[src/rtl/fwd_sel_if.sv]
// Bundle between the D-stage decode and the hazard/forwarding controller.
// With FWD_STATS_EN defined the bundle also carries the stall/forward counters.
interface fwd_sel_if #(
  parameter int REG_AW = 5,
  parameter int TNEW_W = 2
);
  logic [REG_AW-1:0] d_rs;
  logic [REG_AW-1:0] d_rt;
  logic [TNEW_W-1:0] d_tuse_rs;
  logic [TNEW_W-1:0] d_tuse_rt;
  logic              d_use_rs;
  logic              d_use_rt;
  logic [REG_AW-1:0] d_a3;
  logic              d_we;
  logic [TNEW_W-1:0] d_tnew;
  logic              flush;
  logic              stall;
  logic [2:0]        sel_rs;
  logic [2:0]        sel_rt;
  logic [REG_AW-1:0] e_a3_q;
`ifdef FWD_STATS_EN
  logic [31:0]       stall_cnt;
  logic [31:0]       fwd_cnt;
`endif

  modport master (
    output d_rs, d_rt, d_tuse_rs, d_tuse_rt, d_use_rs, d_use_rt,
           d_a3, d_we, d_tnew, flush,
    input  stall, sel_rs, sel_rt, e_a3_q
`ifdef FWD_STATS_EN
    , stall_cnt, fwd_cnt
`endif
  );

  modport slave (
    input  d_rs, d_rt, d_tuse_rs, d_tuse_rt, d_use_rs, d_use_rt,
           d_a3, d_we, d_tnew, flush,
    output stall, sel_rs, sel_rt, e_a3_q
`ifdef FWD_STATS_EN
    , stall_cnt, fwd_cnt
`endif
  );
endinterface

[src/rtl/fwd_sel_ctrl.sv]
// Hazard/forwarding controller: tracks E/M/W destinations and Tnew, drives mux selects and D stall.
// Define FWD_STATS_EN to add saturating stall_cnt/fwd_cnt statistics outputs.
module fwd_sel_ctrl #(
  parameter int REG_AW = 5,
  parameter int TNEW_W = 2
) (
  input logic      clk,
  input logic      reset,
  fwd_sel_if.slave bus
);
  localparam logic [2:0] SEL_RF   = 3'd0;
  localparam logic [2:0] SEL_E    = 3'd1;
  localparam logic [2:0] SEL_M    = 3'd2;
  localparam logic [2:0] SEL_W    = 3'd3;
  localparam logic [2:0] SEL_HOLD = 3'd4;
  localparam logic [2:0] SEL_ZERO = 3'd5;

  logic              vld_p0, vld_p1, vld_p2;
  logic [REG_AW-1:0] a3_p0, a3_p1, a3_p2;
  logic [TNEW_W-1:0] tnew_p0, tnew_p1, tnew_p2;
  logic              hold_rs, hold_rt;

  logic [2:0]        hit_rs, hit_rt, rdy;
  logic              stall_rs, stall_rt, stall_c;
  logic [2:0]        sel_rs_c, sel_rt_c;

  function automatic logic hit(input logic vld, input logic [REG_AW-1:0] a3,
                               input logic [REG_AW-1:0] src, input logic use_s);
    return vld && use_s && (a3 != '0) && (a3 == src);
  endfunction

  // Only the youngest matching producer decides; older entries never mask it.
  function automatic logic need_stall(input logic [2:0] h, input logic [TNEW_W-1:0] t0,
                                      input logic [TNEW_W-1:0] t1, input logic [TNEW_W-1:0] t2,
                                      input logic [TNEW_W-1:0] tuse);
    if (h[0]) return t0 > tuse;
    if (h[1]) return t1 > tuse;
    if (h[2]) return t2 > tuse;
    return 1'b0;
  endfunction

  function automatic logic [2:0] pick_sel(input logic zero_src, input logic [2:0] h,
                                          input logic [2:0] r, input logic hold);
    if (zero_src)       return SEL_ZERO;
    if (h[0] && r[0])   return SEL_E;
    if (h[1] && r[1])   return SEL_M;
    if (h[2] && r[2])   return SEL_W;
    if (hold && h == 3'b000) return SEL_HOLD;
    return SEL_RF;
  endfunction

  function automatic logic [TNEW_W-1:0] tnew_dec(input logic [TNEW_W-1:0] t);
    return (t == '0) ? '0 : t - 1'b1;
  endfunction

  always_comb begin
    rdy      = {tnew_p2 == '0, tnew_p1 == '0, tnew_p0 == '0};
    hit_rs   = {hit(vld_p2, a3_p2, bus.d_rs, bus.d_use_rs),
                hit(vld_p1, a3_p1, bus.d_rs, bus.d_use_rs),
                hit(vld_p0, a3_p0, bus.d_rs, bus.d_use_rs)};
    hit_rt   = {hit(vld_p2, a3_p2, bus.d_rt, bus.d_use_rt),
                hit(vld_p1, a3_p1, bus.d_rt, bus.d_use_rt),
                hit(vld_p0, a3_p0, bus.d_rt, bus.d_use_rt)};
    stall_rs = need_stall(hit_rs, tnew_p0, tnew_p1, tnew_p2, bus.d_tuse_rs);
    stall_rt = need_stall(hit_rt, tnew_p0, tnew_p1, tnew_p2, bus.d_tuse_rt);
    stall_c  = stall_rs || stall_rt;
    sel_rs_c = pick_sel(bus.d_use_rs && (bus.d_rs == '0), hit_rs, rdy, hold_rs);
    sel_rt_c = pick_sel(bus.d_use_rt && (bus.d_rt == '0), hit_rt, rdy, hold_rt);
  end

  assign bus.stall  = stall_c;
  assign bus.sel_rs = sel_rs_c;
  assign bus.sel_rt = sel_rt_c;
  assign bus.e_a3_q = a3_p0;

  always_ff @(posedge clk or negedge reset) begin
    if (!reset) begin
      vld_p0  <= 1'b0;
      vld_p1  <= 1'b0;
      vld_p2  <= 1'b0;
      a3_p0   <= '0;
      a3_p1   <= '0;
      a3_p2   <= '0;
      tnew_p0 <= '0;
      tnew_p1 <= '0;
      tnew_p2 <= '0;
      hold_rs <= 1'b0;
      hold_rt <= 1'b0;
    end else begin
      // M -> W
      vld_p2  <= vld_p1;
      a3_p2   <= a3_p1;
      tnew_p2 <= tnew_p1;
      // E -> M
      vld_p1  <= vld_p0;
      a3_p1   <= a3_p0;
      tnew_p1 <= tnew_dec(tnew_p0);
      // D -> E
      if (stall_c || bus.flush) begin
        vld_p0  <= 1'b0;
        a3_p0   <= '0;
        tnew_p0 <= '0;
      end else begin
        vld_p0  <= bus.d_we && (bus.d_a3 != '0);
        a3_p0   <= bus.d_a3;
        tnew_p0 <= bus.d_tnew;
      end
      // Held operand: armed when W satisfies a stalled source, released once D advances.
      hold_rs <= stall_c && (hold_rs || hit_rs[2]);
      hold_rt <= stall_c && (hold_rt || hit_rt[2]);
    end
  end

`ifdef FWD_STATS_EN
  logic [31:0] stall_cnt_q, fwd_cnt_q;
  logic [1:0]  fwd_inc;

  function automatic logic is_fwd(input logic [2:0] sel);
    return (sel >= SEL_E) && (sel <= SEL_HOLD);
  endfunction

  function automatic logic [31:0] sat_add(input logic [31:0] cnt, input logic [1:0] inc);
    logic [32:0] sum;
    sum = {1'b0, cnt} + {31'b0, inc};
    return sum[32] ? 32'hFFFF_FFFF : sum[31:0];
  endfunction

  always_comb fwd_inc = {1'b0, is_fwd(sel_rs_c)} + {1'b0, is_fwd(sel_rt_c)};

  always_ff @(posedge clk or negedge reset) begin
    if (!reset) begin
      stall_cnt_q <= '0;
      fwd_cnt_q   <= '0;
    end else begin
      stall_cnt_q <= sat_add(stall_cnt_q, {1'b0, stall_c});
      fwd_cnt_q   <= sat_add(fwd_cnt_q, fwd_inc);
    end
  end

  assign bus.stall_cnt = stall_cnt_q;
  assign bus.fwd_cnt   = fwd_cnt_q;
`endif
endmodule
[src/flat_wrapper.sv]
// flat-port wrapper written by rule: the top's interface ports become plain ports
module fwd_sel_ctrl_flat 
#(
  parameter int REG_AW = 5,
  parameter int TNEW_W = 2
)
  (clk, reset, bus_d_rs, bus_d_rt, bus_d_tuse_rs, bus_d_tuse_rt, bus_d_use_rs, bus_d_use_rt, bus_d_a3, bus_d_we, bus_d_tnew, bus_flush, bus_stall, bus_sel_rs, bus_sel_rt, bus_e_a3_q);
  fwd_sel_if #(.REG_AW(REG_AW), .TNEW_W(TNEW_W)) bus_i ();
  input logic clk;
  input logic reset;
  input wire logic [$bits(bus_i.d_rs)-1:0] bus_d_rs;
  input wire logic [$bits(bus_i.d_rt)-1:0] bus_d_rt;
  input wire logic [$bits(bus_i.d_tuse_rs)-1:0] bus_d_tuse_rs;
  input wire logic [$bits(bus_i.d_tuse_rt)-1:0] bus_d_tuse_rt;
  input wire logic [$bits(bus_i.d_use_rs)-1:0] bus_d_use_rs;
  input wire logic [$bits(bus_i.d_use_rt)-1:0] bus_d_use_rt;
  input wire logic [$bits(bus_i.d_a3)-1:0] bus_d_a3;
  input wire logic [$bits(bus_i.d_we)-1:0] bus_d_we;
  input wire logic [$bits(bus_i.d_tnew)-1:0] bus_d_tnew;
  input wire logic [$bits(bus_i.flush)-1:0] bus_flush;
  output wire logic [$bits(bus_i.stall)-1:0] bus_stall;
  output wire logic [$bits(bus_i.sel_rs)-1:0] bus_sel_rs;
  output wire logic [$bits(bus_i.sel_rt)-1:0] bus_sel_rt;
  output wire logic [$bits(bus_i.e_a3_q)-1:0] bus_e_a3_q;
  assign bus_i.d_rs = bus_d_rs;
  assign bus_i.d_rt = bus_d_rt;
  assign bus_i.d_tuse_rs = bus_d_tuse_rs;
  assign bus_i.d_tuse_rt = bus_d_tuse_rt;
  assign bus_i.d_use_rs = bus_d_use_rs;
  assign bus_i.d_use_rt = bus_d_use_rt;
  assign bus_i.d_a3 = bus_d_a3;
  assign bus_i.d_we = bus_d_we;
  assign bus_i.d_tnew = bus_d_tnew;
  assign bus_i.flush = bus_flush;
  assign bus_stall = bus_i.stall;
  assign bus_sel_rs = bus_i.sel_rs;
  assign bus_sel_rt = bus_i.sel_rt;
  assign bus_e_a3_q = bus_i.e_a3_q;
  fwd_sel_ctrl #(.REG_AW(REG_AW), .TNEW_W(TNEW_W)) u_core (.clk(clk), .reset(reset), .bus(bus_i));
endmodule
[config.mk]
export PLATFORM = sky130hd
export DESIGN_NAME = fwd_sel_ctrl_flat
export DESIGN_NICKNAME = d
export VERILOG_FILES = /design/src/rtl/fwd_sel_if.sv /design/src/rtl/fwd_sel_ctrl.sv /design/src/flat_wrapper.sv
export SDC_FILE = /design/constraint.sdc
export NUM_CORES = 1
export LEC_CHECK = 0
export BUFFER_PORTS_ARGS = -buffer_cell sky130_fd_sc_hd__clkbuf_2
export CAP_MARGIN = 20
export CORE_ASPECT_RATIO = 0.5
export CORE_MARGIN = 1.5
export CORE_UTILIZATION = 57
export DETAILED_ROUTE_END_ITERATION = 8
export GPL_TIMING_DRIVEN = 1
export PLACE_DENSITY_LB_ADDON = 0.25
export SETUP_SLACK_MARGIN = 0.05
export SLEW_MARGIN = 15
export SYNTH_ARGS = -nofsm -noshare
export SYNTH_HDL_FRONTEND = slang
export SYNTH_SLANG_ARGS = --single-unit
[constraint.sdc]
create_clock -name clk -period 6.15 [get_ports clk]
set_clock_uncertainty 0.15 [all_clocks]
set_input_delay 1.23 -clock clk [delete_from_list [all_inputs] [get_ports clk]]
set_output_delay 1.23 -clock clk [all_outputs]
set_load 0.01 [all_outputs]
==> results.md, run 1 <==
* Final Instance Area at ~2000 µm²
* Share of layout cells above drive strength 1 at 0.227
* Multi-input gate area at about 960 µm²
* Power per cell area at between 200 and 250 nW/µm²
* Routed via count at 1383
* GRT Resource Usage Total at 0.259
* Fin cells at around 250
* Sequential area share after synthesis at 0.392
* CTS clk-pin slew, worst paths at about 0.080 ns
* I/O pins at 39
* Slowest CP cell: ha_1
* Dpl cells at around 240
* Outcome: completed
* Post-DP Area at roughly 1900 µm²
* Fin crit period at 4.20 ns
* Final setup margin at approximately 2 ns
* Pre-antenna DRT Iters at 4
* Slew margin rel. at 0.590
* Synth Register Bits at 26
* Crit path DAT at around 2.8 ns
* Synthesis-to-layout area growth at 18.6%
* Mapped Cells at roughly 170
* Vias in the first global route at between 1000 and 1500
* Crit path buf inv count at 3
* Stages on worst setup path at 9
* CP peak stage delay at between 0.3 and 0.4 ns
* Post-layout power at 0.000399 W
* DR WL/cell at between 15 and 20 µm
* Total negative slack at 0 ns
* Place WS at between 1.5 and 2 ns
* Startpoint types: primary input
* Critical path cell sequence: clkbuf_2, inv_1, ha_1, nor2b_1, o21ai_0, nor4_1, a32oi_2, nand3_1, clkbuf_2
* Most common cell after layout, fill and taps aside: clkbuf_2
* Post-cts sizing count at 0
* Most frequent cell on the critical path: clkbuf_2
* Antenna violations before repair at 0
* Cts hold-fix bufs at 0
* Sequential cell area at between 600 and 700 µm²
* Iter 0 DRT Violations at 120
* Final setup violation count at 0
* Pin count of the biggest net entering global routing at 27
* Routed WL at roughly 3800 µm
* Setup Buffers After CTS at 0
* CORE AREA at between 2000 and 3000 µm²
* Layout net count at ~250
* Commonest cells after routing, fill and taps aside: clkbuf_2 (38), dfrtp_1 (26), xnor2_1 (22)
* Final worst-path cycle share at 0.683
* Root Buffer: clkbuf_8
* CP endpoint kind: output port
* Hold path depth at 0
* Grt ovf at 0
* Setup CP Type: primary input to output port
* Initial Utilization at 0.618
* N_diodes at 0
* Floorplan row count at 13
* Distinct cells, synth at 34
* Die Y-Extent at between 40 and 50 µm
* IO Port Bufs at 38
* Via/cell ratio at 5.58
* RSZ-0062 raised after global routing: false
* Clk sinks at 26
* Final Hold Fails at 0
* First-pass GRT wire length at 5960 µm
* Fmax at around 240 MHz
* CTS Buf Count at 3
* Antenna Violating Nets Remaining at 0
* FILL cells at approximately 210
* Leak Pwr at around 0.96 nW
* Worst-path fanout max at 3
* Max-slew violations at 0
* Clk_lat worst skew at 0.27 ns
* Mean Syn Cell Area at 9.82 µm²
* Required time of the critical path at approximately 4.8 ns
* CTS tree: yes
* Worst Tran Pin Value at 0.615 ns
* DIE WIDTH at ~79 µm
* Worst R2R Path Depth at 6
* Worst VDD drop at between 0.1 and 0.15 mV
* Htree depth at 1
* Syn. warnings at 0
* Hold WC Path Type: register to register
* Post-Syn Area at 1660 µm²
* Die Area at ~3300 µm²
* Delay-heaviest family, CP: compound AO/OA/AOI/OAI gates
* Max clock buf depth at 2
* Dpl hpwl at roughly 3100 µm
* Post-route DRC at 0
* Routability cong. at roughly 0.95
* Net Count, Synth at ~210
* Max cap viols at 0
## worst register-to-register path, stage by stage (launching register included)
cell,delay (ns)
dfrtp_1,0.46
or4_1,0.54
o21ai_1,0.25
nand4b_1,0.27
mux2i_1,0.36
nand4b_4,0.23
nor2_1,0.15
## sequential cells by signal, summed over array words and instances (netlist names)
register / count
u_core.hold_rs: 1
u_core.tnew_p2: 2
u_core.a3_p2: 5
u_core.vld_p2: 1
u_core.a3_p1: 5
u_core.tnew_p1: 2
u_core.vld_p1: 1
u_core.hold_rt: 1
u_core.tnew_p0: 2
u_core.vld_p0: 1
u_core.bus.e_a3_q: 5
## path summary, 6_finish.rpt
check                                startpoint                    to  slack (ns)
setup / recovery               bus_d_tuse_rt[1]             bus_stall        1.95
hold / removal                    u_core.vld_p0         u_core.vld_p1        0.23
setup reg to reg           u_core.bus.e_a3_q[0]  u_core.bus.e_a3_q[3]        3.68
hold reg to reg                   u_core.vld_p0         u_core.vld_p1        0.23
max in group asynchronous                 reset       u_core.a3_p2[3]        4.65
min in group asynchronous                 reset       u_core.a3_p2[1]        0.80
## stage by stage
| stage | hold WS [ns] | util |
|---|---|---|
| global route | 0.251 | 0.733 |
| floorplan | 0.201 | - |
| detailed placement | 0.213 | 0.706 |
| finish | 0.230 | 0.733 |
| CTS | 0.233 | 0.733 |
| global placement | 0.212 | 0.706 |
## synthesized netlist by cell type
cell      count  area, µm²
nand4b_1      1       8.76
mux2i_1       1       10.0
nor4_1        6       37.5
o21ai_1       2       10.0
o21ai_2       1       8.76
and3b_1       1       8.76
ha_1         12        150
a21oi_1       3       15.0
nand4b_4      1       23.8
dfrtp_1      26        651
xnor2_1      22        193
or4_1         3       22.5
nand2b_1      1       6.26
xor2_1        8       70.1
a41o_1        1       10.0
o21ai_0       4       20.0
nand2_1      13       48.8
nand3_1       2       10.0
nor2b_1       6       37.5
nor2_1       13       48.8
nand4_1       5       31.3
or3_1         4       25.0
nor3_1        6       30.0
a21o_1        1       7.51
or4b_2        2       20.0
a31oi_4       1       21.3
o2111a_1      1       11.3
a311o_1       1       10.0
a32oi_2       1       16.3
and2_1        1       6.26
o211ai_1      1       7.51
a211oi_1      2       15.0
inv_1        14       52.6
o21a_1        2       15.0
## power breakdown
group	leakage (nW)	total (W)	internal (W)	switching, W
Clock	0.0357	0.000141	0.0000870	0.0000540
Sequential	0.340	0.000190	0.000179	0.0000110
Combinational	0.589	0.0000680	0.0000314	0.0000366
## cell families after synthesis
| group | Yosys count | synth area share |
|---|---|---|
| compound gates | 21 | 0.101 |
| mux | 1 | 0.00603 |
| xor+xnor | 30 | 0.158 |
| flops | 26 | 0.392 |
| buf+inv | 14 | 0.0317 |
| simple gates | 65 | 0.220 |
| fa+ha+maj | 12 | 0.0905 |
## layout make-up
cell class | instances | area share
Clock buffer | 3 | 0.0210
Inverter | 14 | 0.0267
Sequential cell | 26 | 0.331
Multi-Input combinational cell | 129 | 0.486
Clock inverter | 1 | 0.0153
Timing Repair Buffer | 38 | 0.0967
Tap cell | 37 | 0.0235
## metal layers
layer | GRT usage | vias up | part of all wire
li1 | - | 679 | -
met1 | 0.336 | 658 | 0.46
met2 | 0.481 | 44 | 0.49
met3 | 0.0489 | 2 | 0.049
met4 | 0.0395 | 0 | 0.0035
met5 | 0 | - | 0
Note: power is estimated with default switching activity, not from simulation.
==> run 2: changes to the inputs <==
Settings changed: CORE_UTILIZATION 57 to 53.
Clock period 6.15 ns to 3.9 ns, I/O delays scaled along.
==> run 2 against run 1 <==
Clock power increased by 56%. Worst hold slack got worse by 0.0014 ns. Global-route usage decreased by 0.90 points. Design area increased by 0.19%. Critical endpoint unchanged. Die area increased by 7.1%. Critical path depth decreased by 3.
==> results.md, run 2 (synthesized netlist as in run 1, its figures left out) <==
* Post-DP Area at 1900 µm² (+0.20%)
* Startpoint types: register
* Floorplan row count at 14 (+1)
* Final Instance Area at 1970 µm² (+0.19%)
* Die Area at 3500 µm² (+7.1%)
* CP endpoint kind: output port
* Setup CP Type: register to output port
* RSZ-0062 raised after global routing: false
* Pre-antenna DRT Iters at 4 (unchanged)
* Final worst-path cycle share at 0.884
* IO Port Bufs at 38 (unchanged)
* Grt ovf at 0 (unchanged)
* Dpl cells at 247 (+1.2%)
* Max cap viols at 0 (unchanged)
* Power per cell area at 318 nW/µm² (+57%)
* Switching power at 0.000158 W (+55%)
* CTS Buf Count at 3 (unchanged)
* Cts hold-fix bufs at 0 (unchanged)
* Layout net count at 251 (unchanged)
* Synthesis-to-layout area growth at 18.8%
* Crit path DAT at 2.52 ns (-0.30 ns)
* Worst-path fanout max at 5 (+2)
* Fin cells at 251 (+1.2%)
* Total negative slack at 0 ns (unchanged)
* Routability cong. at 0.945 (-0.79%)
* Initial Utilization at 0.554 (-0.0643)
* GRT Resource Usage Total at 0.250 (-0.00903)
* N_diodes at 0 (unchanged)
* Max-slew violations at 0 (unchanged)
* First-pass GRT wire length at 6400 µm (+7.4%)
* DIE WIDTH at 82.1 µm (+3.6%)
* Routed via count at 1404 (+1.5%)
* Slowest CP cell: or4_1
* Leak Pwr at 0.964 nW (unchanged)
* Worst VDD drop at 0.227 mV (+58%)
* Via/cell ratio at 5.59 (+0.31%)
* Worst Tran Pin Value at 0.643 ns (+0.0289 ns)
* Fin crit period at 3.45 ns
* Flop pwr share at 0.478 (+0.002)
* Root Buffer: clkbuf_8
* Antenna Violating Nets Remaining at 0 (unchanged)
* CORE AREA at 3000 µm² (+12%)
* Most common cell after layout, fill and taps aside: clkbuf_2
* Final setup violation count at 0 (unchanged)
* Sw frac at 0.252 (-0.00279)
* Fmax at around 290 MHz
* Clock power frac at 0.350 (-0.004)
* Routed WL at 3830 µm (+1.9%)
* CTS clk-pin slew, worst paths at 0.08 ns (about the same)
* Dpl hpwl at 3070 µm (+0.38%)
* Slew margin rel. at 0.571 (-0.0193)
* Final Hold Fails at 0 (unchanged)
* Antenna violations before repair at 0 (unchanged)
* Htree depth at 1 (unchanged)
* I/O pins at 39 (unchanged)
* Critical path cell sequence: or4_1, o21ai_1, nand4b_1, mux2i_1, nand3_1, clkbuf_2
* Int Pwr at 0.000469 W (+58%)
* Share of layout cells above drive strength 1 at 0.227 (unchanged)
* Post-cts sizing count at 0 (unchanged)
* Gate power share at 0.172 (about the same)
* Commonest cells after routing, fill and taps aside: clkbuf_2 (38), dfrtp_1 (26), xnor2_1 (22)
* CTS tree: yes
* Setup Buffers After CTS at 0 (unchanged)
* Die Y-Extent at 42.6 µm (+3.4%)
* Clk sinks at 26 (unchanged)
* Worst Hold Slack at 0.229 ns (-0.00141 ns)
* Vias in the first global route at 1352 (+9.3%)
* Clk_lat worst skew at 0.27 ns (about the same)
* Required time of the critical path at 2.97 ns (-1.80 ns)
* Post-route DRC at 0 (unchanged)
* Outcome: completed
* Max clock buf depth at 2 (unchanged)
* Pin count of the biggest net entering global routing at 27 (unchanged)
* DR WL/cell at 15.3 µm (+0.72%)
* CP peak stage delay at 0.53 ns (+0.21 ns)
* Iter 0 DRT Violations at 70 (-42%)
* Hold WC Path Type: register to register
## run 2: power groups by stage
| stage | clock network [W] | registers [W] | logic, W |
|---|---|---|---|
| 2_1_floorplan | 0 | 0.000301 | 0.0000625 |
| 3_3_place_gp | 0 | 0.000304 | 0.000102 |
| 3_5_place_dp | 0 | 0.000305 | 0.000107 |
| 4_1_cts | 0.000225 | 0.000299 | 0.000108 |
| 5_1_grt | 0.000236 | 0.000302 | 0.000122 |
| 6_report | 0.000220 | 0.000299 | 0.000108 |
## run 2: path summary, 6_finish.rpt
kind | endpoint | from | cells past startpoint | slack [ns]
setup / recovery | bus_stall | u_core.bus.e_a3_q[0] | 6 | 0.45
hold / removal | u_core.vld_p1 | u_core.vld_p0 | 0 | 0.23
setup reg to reg | u_core.hold_rt | u_core.bus.e_a3_q[0] | 6 | 1.42
hold reg to reg | u_core.vld_p1 | u_core.vld_p0 | 0 | 0.23
max in group asynchronous | u_core.a3_p2[2] | reset | 1 | 2.81
min in group asynchronous | u_core.tnew_p2[1] | reset | 1 | 0.37
## run 2: critical path: cells and delay by family, from the launching register on
family                 cells  cell delay (ns)
and+or+nand+nor            3             0.99
DFF                        1             0.46
muxes                      1             0.37
AOI/OAI and AO/OA          1             0.25
buffers and inverters      1             0.17
## run 2: layout make-up
| cell class | instances | area [µm²] |
|---|---|---|
| Sequential cell | 26 | 651 |
| Clock buffer | 3 | 41.3 |
| Tap cell | 40 | 50.0 |
| Timing Repair Buffer | 38 | 190 |
| Multi-Input combinational cell | 129 | 956 |
| Clock inverter | 1 | 30.0 |
| Inverter | 14 | 52.6 |
| Fill cell | 268 | 1020 |
## run 2: routing by layer
layer  track usage  part of all wire
met5             0                 0
met4        0.0644            0.0060
met3        0.0674             0.063
met2         0.407              0.48
met1         0.331              0.45
## run 2: metrics by stage
stage | worst slack, ns | power, W | utilization
CTS | 0.452 | 0.000632 | 0.658
global route | 0.288 | 0.000659 | 0.658
global placement | 0.654 | 0.000407 | 0.634
floorplan | 0.937 | 0.000363 | -
detailed placement | 0.629 | 0.000412 | 0.634
finish | 0.451 | 0.000627 | 0.658
